## src/rtl/avalon_st_pkg.sv

```systemverilog
// Shared constants, types and helpers for the Avalon-ST sink receive path.
package avalon_st_pkg;

    localparam int MAX_READY_LATENCY = 4;
    localparam int DROP_CNT_BITS     = 8;

    typedef logic [DROP_CNT_BITS-1:0] drop_cnt_t;

    localparam drop_cnt_t DROP_CNT_MAX = 8'hFF;
    localparam drop_cnt_t DROP_CNT_ONE = 8'h01;

    function automatic int beat_width(input int symbols, input int bits);
        return symbols * bits;
    endfunction

endpackage

```

## src/rtl/avalon_sink_buf.sv

```systemverilog
// Show-ahead dual-pointer FIFO holding accepted beats for the sink's local read port.
module avalon_sink_buf #(
    parameter int WIDTH = 32,
    parameter int DEPTH = 4
) (
    input  logic             clk,
    input  logic             rst,
    input  logic             push,
    input  logic [WIDTH-1:0] push_data,
    input  logic             pop,
    output logic [WIDTH-1:0] rd_data,
    output logic             empty,
    output logic             full,
    output logic [DEPTH:0]   used
);

    localparam logic [DEPTH-1:0] PTR_ONE = DEPTH'(1);
    localparam logic [DEPTH:0]   CNT_ONE = (DEPTH+1)'(1);
    localparam logic [DEPTH:0]   CAPACITY = (DEPTH+1)'(2**DEPTH);

    logic [WIDTH-1:0] mem_r [2**DEPTH];
    logic [DEPTH-1:0] wr_ptr_r;
    logic [DEPTH-1:0] rd_ptr_r;
    logic [DEPTH:0]   used_r;
    logic             push_ok_s;
    logic             pop_ok_s;

    // Qualify requests against the registered occupancy so pointers never run past each other.
    always_comb begin
        push_ok_s = push && (used_r != CAPACITY);
        pop_ok_s  = pop && (used_r != '0);
    end

    // Storage, pointers and occupancy; memory is cleared so rd_data reads zero after reset.
    always_ff @(posedge clk) begin
        if (rst) begin
            for (int i = 0; i < 2**DEPTH; i++) begin
                mem_r[i] <= '0;
            end
            wr_ptr_r <= '0;
            rd_ptr_r <= '0;
            used_r   <= '0;
        end else begin
            if (push_ok_s) begin
                mem_r[wr_ptr_r] <= push_data;
                wr_ptr_r        <= wr_ptr_r + PTR_ONE;
            end
            if (pop_ok_s) begin
                rd_ptr_r <= rd_ptr_r + PTR_ONE;
            end
            case ({push_ok_s, pop_ok_s})
                2'b10:   used_r <= used_r + CNT_ONE;
                2'b01:   used_r <= used_r - CNT_ONE;
                default: used_r <= used_r;
            endcase
        end
    end

    assign rd_data = mem_r[rd_ptr_r];
    assign empty   = (used_r == '0);
    assign full    = (used_r == CAPACITY);
    assign used    = used_r;

endmodule

```

## src/rtl/avalon_st_sink_rx.sv

```systemverilog
// Avalon-ST sink: ready generation with latency headroom, ready-window legality check,
// drop/error reporting, and a show-ahead buffer toward local logic.
module avalon_st_sink_rx
    import avalon_st_pkg::*;
#(
    parameter int DATABITS_PER_SYMBOL = 8,
    parameter int SYMBOLS_PER_BEAT    = 4,
    parameter int READY_LATENCY       = 2,
    parameter int DEPTH               = 4,
    localparam int WIDTH = beat_width(SYMBOLS_PER_BEAT, DATABITS_PER_SYMBOL)
) (
    input  logic             clk,
    input  logic             rst,
    input  logic             valid,
    input  logic [WIDTH-1:0] data,
    output logic             ready,
    input  logic             rd_req,
    output logic [WIDTH-1:0] rd_data,
    output logic             rd_empty,
    output logic [DEPTH:0]   used,
    output logic             proto_err,
    output drop_cnt_t        drop_cnt
);

    // Deassert ready while READY_LATENCY+1 slots are still free so in-flight beats always fit.
    localparam logic [DEPTH:0] READY_THRESH = (DEPTH+1)'(2**DEPTH - READY_LATENCY - 1);
    localparam logic [MAX_READY_LATENCY:0] WINDOW_SEL =
        (MAX_READY_LATENCY+1)'(1) << READY_LATENCY;

    logic                         rst_q_r;
    logic [MAX_READY_LATENCY-1:0] rdy_hist_r;
    logic [MAX_READY_LATENCY:0]   rdy_hist_s;
    logic                         proto_err_r;
    drop_cnt_t                    drop_cnt_r;

    logic             ready_s;
    logic             window_s;
    logic             legal_s;
    logic             accept_s;
    logic             drop_s;
    logic             pop_s;
    logic             buf_full_s;
    logic             buf_empty_s;
    logic [DEPTH:0]   buf_used_s;
    logic [WIDTH-1:0] buf_rd_data_s;

    // Ready and beat legality; bit k of rdy_hist_s is ready delayed k cycles.
    always_comb begin
        ready_s    = !rst_q_r && (buf_used_s <= READY_THRESH);
        rdy_hist_s = {rdy_hist_r, ready_s};
        window_s   = |(rdy_hist_s & WINDOW_SEL);
        legal_s    = valid && window_s;
        accept_s   = legal_s && !buf_full_s;
        drop_s     = (valid && !window_s) || (legal_s && buf_full_s);
        pop_s      = rd_req && !buf_empty_s;
    end

    // Ready history, registered reset, sticky error flag and saturating drop counter.
    always_ff @(posedge clk) begin
        if (rst) begin
            rst_q_r     <= 1'b1;
            rdy_hist_r  <= '0;
            proto_err_r <= 1'b0;
            drop_cnt_r  <= '0;
        end else begin
            rst_q_r    <= 1'b0;
            rdy_hist_r <= rdy_hist_s[MAX_READY_LATENCY-1:0];
            if (drop_s) begin
                proto_err_r <= 1'b1;
            end
            if (drop_s && (drop_cnt_r != DROP_CNT_MAX)) begin
                drop_cnt_r <= drop_cnt_r + DROP_CNT_ONE;
            end
        end
    end

    avalon_sink_buf #(
        .WIDTH (WIDTH),
        .DEPTH (DEPTH)
    ) u_buf (
        .clk       (clk),
        .rst       (rst),
        .push      (accept_s),
        .push_data (data),
        .pop       (pop_s),
        .rd_data   (buf_rd_data_s),
        .empty     (buf_empty_s),
        .full      (buf_full_s),
        .used      (buf_used_s)
    );

    assign ready     = ready_s;
    assign rd_data   = buf_rd_data_s;
    assign rd_empty  = buf_empty_s;
    assign used      = buf_used_s;
    assign proto_err = proto_err_r;
    assign drop_cnt  = drop_cnt_r;

endmodule

```

## config.mk

```make
export PLATFORM = sky130hd
export DESIGN_NAME = avalon_st_sink_rx
export DESIGN_NICKNAME = d
export VERILOG_FILES = /design/src/rtl/avalon_st_pkg.sv /design/src/rtl/avalon_sink_buf.sv /design/src/rtl/avalon_st_sink_rx.sv
export SDC_FILE = /design/constraint.sdc
export NUM_CORES = 1
export LEC_CHECK = 0
export BUFFER_PORTS_ARGS = -buffer_cell sky130_fd_sc_hd__buf_4
export CAP_MARGIN = 20
export CORE_ASPECT_RATIO = 0.6
export CORE_MARGIN = 10
export CORE_UTILIZATION = 43
export CTS_BUF_LIST = sky130_fd_sc_hd__clkbuf_2 sky130_fd_sc_hd__clkbuf_4 sky130_fd_sc_hd__clkbuf_8
export DETAILED_ROUTE_END_ITERATION = 8
export PLACE_DENSITY = 0.58
export SKIP_LAST_GASP = 1
export SYNTH_ARGS = -nofsm -noshare
export SYNTH_HDL_FRONTEND = slang
export SYNTH_SLANG_ARGS = --single-unit
```

## constraint.sdc

```tcl
create_clock -name clk -period 4.8 [get_ports clk]
set_input_delay 0.96 -clock clk [delete_from_list [all_inputs] [get_ports clk]]
set_output_delay 0.96 -clock clk [all_outputs]
set_load 0.01 [all_outputs]
```

# Word-level counts from Yosys, hierarchy flattened
# Memory sizes are Yosys's and may differ from the RTL's. A register that Yosys moved wholly into a read port is not among the register bits.
# Index checks and enable logic that the tools add are counted.
# totals
ff_bits,25
latchBits,0
mem_bits_rw,512
rom_bits,0
in_bits,36
elab_cells,48
n_memories,1
# classes
n_addsub,5
n_mul,0
div,0
order_cmp,1
eq_ne,5
n_shift,0
mux,11
n_bitwise,0
reduce_logical,18
# memory_table
name,depth,word_bits,rd,rd_ports_with_merged_regs,wr,line_no,text
u_buf.mem_r,16,32,1,1,16,avalon_sink_buf.sv:21,logic [WIDTH-1:0] mem_r [2**DEPTH];
# ops
operator,n
two-way mux 32 bit,1
OR reduction 32 bit,1
two-way mux 4 bit,3
case mux 5 bit (2 select lines),1
logical AND 1 bit,9
adder 4 x 1 -> 4 bit (second input constant),2
adder 8 x 1 -> 8 bit (second input constant),1
inequality test 8 bit (second input constant),1
two-way mux 1 bit,6
adder 5 x 1 -> 5 bit (second input constant),1
equality test 5 bit (second input constant),1
<= comparator 5 x 4 -> 1 bit (second input constant),1
zero test 5 bit,1
inequality test 5 bit (second input constant),1
nonzero test 5 bit,1
subtractor 5 x 1 -> 5 bit (second input constant),1
zero test 1 bit,4
equality test 2 x 1 -> 1 bit (second input constant),1
equality test 2 bit (second input constant),1
nonzero test 2 bit,1
logical OR 1 bit,1

# Logic depth before layout (Yosys ltp)
# Gate-level depths: netlist of the first run.
# logic_depth
depth_word,9
depth_mapped,13

# Modules after synthesis
# From an unflattened synthesis of the first run, not the netlist that was laid out.
# unflattened
cells_unflattened,1712
area_unflattened_um2,23746.5
# modules_own_cells
module,instances,cells_per_inst,area_per_inst_um2
avalon_sink_buf,1,1655,23208.5
avalon_st_sink_rx,1,57,538.0

# Least setup slack after synthesis of the first run
# OpenSTA, ideal clock, no wires.
# synth_timing
path_type,input to register
start,input port valid
end,"memory u_buf.mem_r[10][0], enable pin"
setup_time_ps,466
arrival_time_ps,3668
required_time_ps,4334
path_slack_ps,666
cell_stages,3
path_cell_list,nor2b_1 nand2_1 o21ai_0
# synth_rtl
item,line_no,text
"start, declared",avalon_st_sink_rx.sv:14,"input logic valid,"
"end, declared",avalon_sink_buf.sv:21,

==> results of run 1 <==
-- registers in the layout, summed over array words and instances, names as in the netlist, named ones only --
register / cells
drop_cnt: 8
proto_err: 1
rdy_hist_r: 2
rst_q_r: 1
u_buf.mem_r: 512
u_buf.rd_ptr_r: 4
u_buf.used: 5
u_buf.wr_ptr_r: 4
-- routing by layer --
layer	global-route usage [%]	part of all wire, %
met5	0	0
met4	4.35	1.6
met3	4.35	7.4
met2	29.4	44
met1	30.5	47
-- Yosys cell counts (all sizes together), types with 5 or more instances --
cell type    n  area share, %
inv         10           0.15
nor2        35           0.54
mux2         6           0.28
dfxtp       29            2.4
buf         17           0.35
and2       513             13
nor4         6           0.28
nand2       11           0.17
ha           9           0.46
clkbuf     113            1.7
edfxtp     512             63
o21a         5           0.15
o21ai       16           0.37
nand3        7           0.14
mux4       160             15
nor2b        8           0.20
-- layout make-up --
class | count | area [µm²]
Clock inverter | 28 | 130
Clock buffer | 115 | 1400
Timing Repair Buffer | 126 | 1080
Multi-Input combinational cell | 842 | 8270
Tap cell | 759 | 950
Antenna cell | 3 | 7.51
Fill cell | 4713 | 28200
Sequential cell | 541 | 16000
Inverter | 10 | 37.5
-- critical path, delay by kind of cell (launching register included) --
| kind | cells | cell delay [ns] |
|---|---|---|
| DFF | 1 | 0.74 |
| muxes | 2 | 1.09 |
| buffers and inverters | 2 | 0.63 |
-- per-stage QoR --
step	hold slack, ns	utilization [%]
4_1_cts	0.442	49.6
6_report	0.436	49.7
2_1_floorplan	0.414	-
3_3_place_gp	0.429	46.9
5_1_grt	0.464	49.6
3_5_place_dp	0.439	46.9
-- report_power, final --
part	total, mW	leakage (nW)	switching, mW	internal, mW
Clock	3.71	0.810	1.83	1.88
Sequential	5.50	5.52	0.168	5.34
Combinational	2.06	3.54	1.04	1.01
-- cells by family (layout without fill, tap and decap cells) --
logic type	count (synthesis)	count (layout)	synth area share (%)
AND/OR/NAND/NOR	609	609	15.3
XOR/XNOR	6	6	0.214
buffers and inverters	140	279	2.23
AO/OA/AOI/OAI	48	48	1.59
multiplexers	170	170	15.1
other	0	3	0
flip-flops	541	541	65.1
adder cells (fa/ha/maj)	9	9	0.459
-- how the worst max path moves through the flow --
stage / depth (start not counted) / end / from
3_5_place_dp: 5 / u_buf.mem_r[1][14] / rst
5_1_grt: 4 / rd_data[29] / register
4_1_cts: 4 / rd_data[29] / register
2_1_floorplan: 3 / u_buf.mem_r[10][0] / valid
3_3_place_gp: 5 / u_buf.mem_r[1][13] / rst
6_report: 4 / rd_data[29] / register
==> out/metrics.cfg, run 1 <==
[outcome]
outcome=completed

[sta]
fin_tns_setup_ns=0
max_freq_mhz=244
period_minus_slack_ns=4.10
rsz0062_at_grt=no
setup_viol=0
final-hold-violation-count=0
tightest_slew_ns=1.09
fin_crit_sh_pct=85.4
relSlewSlack_pct=27.4
fin_skew_ns=0.0270
report.final.slew_viol_count=0
finalWorstSetupSlack_ns=0.700

[synth]
synth_area_mm2=0.0245
syn_inst=1523
synth_edf_count=512
yosysSeqAreaShare_pct=65.1
async_flop_share_pct=0
synth_seq_cells=541
syn_nets=1568
synth_cell_types=51
avgSynthCellArea_um2=16.1
synthFlopType=edfxtp_1
yosys_warnings=0

[global_routing]
grt.total_usage_pct=20.1
grt.overflow.total=0
grt_first_pass_wirelength_mm=98.4
antenna_found_initial=3
grt_max_degree=129
grt_pass1_vias=13800

[critical_path]
cp_data_arrival_time_ns=3.14
criticalPathCategory=reg -> out
slowest_delay_ns=0.74
cp_cell_sequence=buf_4 -> mux4_2 -> mux4_2 -> buf_4
r2r_slack_ns=1.24
crit_required_ns=3.84
r2r-start=u_buf.used[2]
r2r-end=u_buf.used[4]
critical_path.slowest_cell=dfxtp_4
crit_path_end_kind=output port
start_kind=register
path_max_fanout=26
rr_worst_depth=10

[clock_network]
clkSinkCount=541
cts_setup_buffers=0
cts.path.max_buffers=3
cts.repair.resized=0
h-tree-depth=3
path_clk_slew_ns=0.06
cts-root-buf=clkbuf_8
cts_hold_buf=0
cts_tree=done
cts_inserted_buffers=83
worstSkewPairLatency_ns=0.67

[place]
placed_cells=2278
finalWeightedCongestion=0.726
numPortBuffers=83
hpwl_mm=37.5
pre_cts_ws_ns=1.26
placed_area_mm2=0.0263

[floorplan]
row_count=67
dieHeight_um=205
fp.coreArea_mm2=0.0561
die-area_mm2=0.0673
io_pins=84
start_util_pct=43.7
dieWidth_um=328

[power]
leakagePower_nw=9.87
ir_drop_v=0.000264
p_per_area_mw_per_mm2=405
power.total_mw=11.3

[detailed_routing]
drtIter0Drc=1646
routed_wl_mm=67.7
via_count=13600
ant_nets=0
drc=0
vias_per_cell=5.60
firstDrtPassIters=5
avgRoutedWirePerCell_um=27.9

[flow_run]
max-cap-violations=0

[finish]
most-common-layout-cells=and2_1 (513), edfxtp_1 (512), mux4_2 (160), buf_4 (115), clkbuf_8 (86)
design_area_mm2=0.0279
final_common_cell=and2_1
layoutNonFillerInstCount=2424
layout-drive-gt1-share_pct=27.5
syn_to_final_growth_pct=13.6
fin_nets=1649

[min_path]
hold_end=rdy_hist_r[1]
hold_class=reg -> reg
hp-start=rdy_hist_r[0]
whs_path_depth=1

(Power assumes the default switching activity.)
==> run 2: changes to the inputs <==
==> constraint.sdc (replaced) <==
create_clock -name clk -period 5.05 [get_ports clk]
set_input_delay 1.01 -clock clk [delete_from_list [all_inputs] [get_ports clk]]
set_output_delay 1.01 -clock clk [all_outputs]
set_load 0.01 [all_outputs]
==> out/metrics.cfg, run 2 (same netlist as run 1, synthesis figures left out) <==
[clock_network]
cts-root-buf=clkbuf_8
cts_setup_buffers=0  ; unchanged
cts_inserted_buffers=84  ; +1.2%
h-tree-depth=3  ; unchanged
cts_hold_buf=0  ; unchanged
clkSinkCount=541  ; unchanged
worstSkewPairLatency_ns=0.68  ; about the same
cts.repair.resized=0  ; unchanged
cts_tree=done
path_clk_slew_ns=0.07  ; about the same
cts.path.max_buffers=3  ; unchanged

[global_routing]
grt.total_usage_pct=19.7  ; -0.43 points
antenna_found_initial=8  ; +5
grt_max_degree=55  ; -57%
grt.overflow.total=0  ; unchanged
grt_pass1_vias=14000  ; +1.7%
grt_first_pass_wirelength_mm=97.3  ; -1.1%

[power]
p_per_area_mw_per_mm2=391  ; -3.4%
ir_drop_v=0.000229  ; -13%
power.total_mw=10.9  ; -3.4%
leakagePower_nw=9.86  ; about the same

[place]
hpwl_mm=38.4  ; +2.2%
numPortBuffers=83  ; unchanged
placed_cells=2269  ; -0.40%
finalWeightedCongestion=0.762  ; +5.0%

[detailed_routing]
dr.max_layer_used=met4
ant_nets=0  ; unchanged
met3_length_mm=5.10  ; +2.0%
routed_wl_mm=65.5  ; -3.2%
drc=0  ; unchanged
avgRoutedWirePerCell_um=27.1  ; -3.1%
route.met2.wl_mm=28.2  ; -5.1%
drtIter0Drc=1579  ; -4.1%
firstDrtPassIters=6  ; +1
vias_per_cell=5.61  ; +0.10%
via_count=13600  ; +0.022%
wl_met1_mm=31.2  ; -2.1%

[sta]
tightest_slew_ns=1.05  ; -0.0416 ns
period_minus_slack_ns=4.25
final-hold-violation-count=0  ; unchanged
max_freq_mhz=235
relSlewSlack_pct=30.0  ; +2.6 points
setup_viol=0  ; unchanged
report.final.slew_viol_count=0  ; unchanged
whs_ns=0.439  ; +0.00307 ns
fin_skew_ns=0.0196  ; -0.00744 ns
rsz0062_at_grt=no
fin_tns_setup_ns=0  ; unchanged
fin_crit_sh_pct=84.1

[critical_path]
r2r-end=u_buf.used[4]
path_max_fanout=54  ; +110%
cp_data_arrival_time_ns=3.24  ; +0.10 ns
cp_cell_sequence=buf_12 -> mux4_2 -> mux4_2 -> buf_4
r2r-start=u_buf.used[2]
criticalPathCategory=reg -> out
start_kind=register
rr_worst_depth=10  ; unchanged
crit_required_ns=4.04  ; +0.20 ns
crit_end=rd_data[29]
critical_path.slowest_cell=dfxtp_4
slowest_delay_ns=0.66  ; -0.08 ns
r2r_slack_ns=1.44  ; +0.20 ns
crit_top_cell=mux4_2
crit_path_end_kind=output port

[finish]
nFillCells=4699  ; -0.30%
final_common_cell=and2_1
layoutNonFillerInstCount=2422  ; -0.083%
largest-register=u_buf.mem_r
largest_reg_flops=512  ; unchanged
fin_nets=1642  ; -0.42%
most-common-layout-cells=and2_1 (513), edfxtp_1 (512), mux4_2 (160), buf_4 (109), clkbuf_8 (85)
final_util_pct=49.7  ; about the same
syn_to_final_growth_pct=13.6  ; about the same
layout-drive-gt1-share_pct=27.6  ; +0.14 points

[floorplan]
fp.coreArea_mm2=0.0561  ; unchanged
die-area_mm2=0.0673  ; unchanged
row_count=67  ; unchanged
dieWidth_um=328  ; unchanged
start_util_pct=43.7  ; unchanged
dieHeight_um=205  ; unchanged
io_pins=84  ; unchanged

[min_path]
hold_class=reg -> reg
whs_path_depth=1  ; unchanged

[flow_run]
max-cap-violations=0  ; unchanged

[outcome]
outcome=completed

[run 2: report_power, final]
group,internal (mW),switching [mW]
Clock,1.90,1.76
Combinational,0.955,1.03
Sequential,5.07,0.165
[run 2: cell type report]
| type | instances | area, µm² | share of cell area, % |
|---|---|---|---|
| inverters | 10 | 37.5 | 0.135 |
| well taps | 759 | 950 | 3.41 |
| flip-flops and latches | 541 | 16000 | 57.3 |
| clock buffers | 123 | 1460 | 5.23 |
| multi-input cells | 842 | 8270 | 29.7 |
| diodes | 2 | 5.00 | 0.0180 |
| repair buffers | 118 | 1010 | 3.61 |
| clock inverters | 27 | 154 | 0.553 |
[run 2: layer usage]
layer  up-vias  global-route usage [%]
met3        83                    4.32
met1      7157                    30.4
met5         -                       0
met4         0                    4.43
li1       5813                       -
met2       530                    28.0
[run 2: per-stage QoR]
step / worst slack, ns / cell area, µm²
floorplan: 0.866 / 24500
global route: 0.620 / 27800
CTS: 0.717 / 27800
global placement: 1.36 / 26200
detailed placement: 1.36 / 26200
finish: 0.802 / 27800
[run 2: how the worst min path moves through the flow]
| stage | from | slack, ns | to |
|---|---|---|---|
| floorplan | rdy_hist_r[0] | 0.41 | rdy_hist_r[1] |
| global placement | rdy_hist_r[0] | 0.44 | rdy_hist_r[1] |
| detailed placement | rdy_hist_r[0] | 0.44 | rdy_hist_r[1] |
| CTS | rdy_hist_r[0] | 0.44 | rdy_hist_r[1] |
| global route | rdy_hist_r[0] | 0.47 | rdy_hist_r[1] |
| finish | rdy_hist_r[0] | 0.44 | rdy_hist_r[1] |
[run 2: critical path, delay by kind of cell, from the launching register on]
| family | cells | cell delay (ns) |
|---|---|---|
| muxes | 2 | 1.20 |
| DFF | 1 | 0.66 |
| buffers and inverters | 2 | 0.60 |
==> run 3: changes to the inputs <==
==> constraint.sdc (replaced) <==
create_clock -name clk -period 4.2 [get_ports clk]
set_input_delay 0.84 -clock clk [delete_from_list [all_inputs] [get_ports clk]]
set_output_delay 0.84 -clock clk [all_outputs]
set_load 0.01 [all_outputs]
==> out/metrics.cfg, run 3 (same netlist as run 1, synthesis figures left out) <==
[clock_network]
cts.repair.resized=0  ; unchanged
cts_hold_buf=0  ; unchanged
cts_inserted_buffers=85  ; +1.2%
worstSkewPairLatency_ns=0.67  ; about the same
cts-root-buf=clkbuf_8
cts_setup_buffers=0  ; unchanged
cts_tree=done
clkSinkCount=541  ; unchanged
h-tree-depth=3  ; unchanged
cts.path.max_buffers=3  ; unchanged
path_clk_slew_ns=0.06  ; about the same

[detailed_routing]
via_count=13600  ; +0.10%
ant_nets=0  ; unchanged
drc=0  ; unchanged
routed_wl_mm=66.0  ; +0.69%
firstDrtPassIters=5  ; -1
drtIter0Drc=1502  ; -4.9%
vias_per_cell=5.57  ; -0.68%
avgRoutedWirePerCell_um=27.0  ; about the same

[finish]
final_util_pct=49.9  ; +0.27 points
syn_to_final_growth_pct=14.2
final_common_cell=and2_1
largest_reg_flops=512  ; unchanged
design_area_mm2=0.0280  ; +0.55%
most-common-layout-cells=and2_1 (513), edfxtp_1 (512), mux4_2 (160), buf_4 (129), clkbuf_8 (87)
largest-register=u_buf.mem_r
layout-drive-gt1-share_pct=28.3  ; +0.70 points
fin_nets=1662  ; +1.2%

[place]
numPortBuffers=83  ; unchanged
hpwl_mm=35.8  ; -6.7%
placed_area_mm2=0.0264  ; +0.57%
finalWeightedCongestion=0.761  ; -0.14%

[global_routing]
antenna_found_initial=4  ; -4
grt_max_degree=85  ; +55%
grt.overflow.total=0  ; unchanged
grt_first_pass_wirelength_mm=97.5  ; +0.21%
grt.total_usage_pct=19.7  ; +0.033 points
grt_pass1_vias=14100  ; +1.0%

[critical_path]
r2r_slack_ns=0.61  ; -0.83 ns
path_max_fanout=38  ; -30%
crit_path_end_kind=output port
start_kind=register
criticalPathCategory=reg -> out
r2r-end=u_buf.used[4]
crit_required_ns=3.36  ; -0.68 ns
cp_data_arrival_time_ns=2.96  ; -0.28 ns
r2r-start=u_buf.used[2]
rr_worst_depth=10  ; unchanged

[sta]
relSlewSlack_pct=26.7  ; -3.3 points
fin_skew_ns=0.0270  ; +0.00737 ns
max_freq_mhz=263
fin_crit_sh_pct=90.6
report.final.slew_viol_count=0  ; unchanged
final-hold-violation-count=0  ; unchanged
whs_ns=0.449  ; +0.00978 ns
period_minus_slack_ns=3.80
setup_viol=0  ; unchanged
fin_tns_setup_ns=0  ; unchanged
rsz0062_at_grt=no
tightest_slew_ns=1.09  ; +0.0472 ns

[floorplan]
fp.coreArea_mm2=0.0561  ; unchanged
start_util_pct=43.7  ; unchanged
dieWidth_um=328  ; unchanged
dieHeight_um=205  ; unchanged
row_count=67  ; unchanged
io_pins=84  ; unchanged
die-area_mm2=0.0673  ; unchanged

[power]
power.total_mw=13.1  ; +20%
ir_drop_v=0.000240  ; +4.9%
leakagePower_nw=9.96  ; +1.0%
p_per_area_mw_per_mm2=466  ; +19%

[min_path]
hold_end=rdy_hist_r[1]
hp-start=rdy_hist_r[0]
whs_path_depth=1  ; unchanged
hold_class=reg -> reg

[flow_run]
max-cap-violations=0  ; unchanged

[outcome]
outcome=completed

[run 3: cell count changes in the layout (fill, tap and decap cells not counted)]
cell        change
buf_4          +20
clkbuf_4        -3
clkbuf_8        +2
clkinv_1        +2
buf_16          -1
bufinv_16       +1
clkinv_2        -1
clkinvlp_4      -1
[run 3: routing by layer]
layer	global-route usage, %	up-vias	wire length [µm]
li1	-	5863	-
met1	28.8	7157	31000
met2	29.9	476	29600
met3	4.29	99	4270
met4	4.63	2	1130
met5	0	-	12
[run 3: power breakdown]
part	leakage, nW	total [mW]	switching, mW	internal [mW]
combinational	3.57	2.36	1.19	1.17
sequential	5.52	6.26	0.159	6.10
clock	0.866	4.45	2.09	2.35
[run 3: worst max path at each step]
stage / startpoint / endpoint / cells past startpoint
6_report: register / rd_data[11] / 4
5_1_grt: register / rd_data[11] / 4
4_1_cts: register / rd_data[11] / 4
3_5_place_dp: u_buf.used[2] / u_buf.used[4] / 10
3_3_place_gp: u_buf.used[1] / u_buf.used[4] / 10
2_1_floorplan: valid / u_buf.mem_r[10][0] / 3
[run 3: worst max-delay path, cell delays in order, from the launching register on]
cell	delay [ns]
dfxtp_4	0.58
buf_12	0.33
mux4_2	0.60
mux4_2	0.54
buf_4	0.18
[run 3: area by class of cell]
class                           instances  area [µm²]
Multi-Input combinational cell        842        8270
Timing Repair Buffer                  137        1130
Clock inverter                         28         179
Inverter                               10        37.5
Fill cell                            4633       28100
Tap cell                              759         950
Clock buffer                          122        1460
Sequential cell                       541       16000
Antenna cell                            2        5.00
[run 3: per-stage QoR]
stage                     worst slack [ns]  cells
final                                0.397   2441
after global routing                 0.266   2439
after CTS                            0.336   2439
after detailed placement             0.735   2289
after global placement               0.744   2289
after floorplan                      0.186   1523
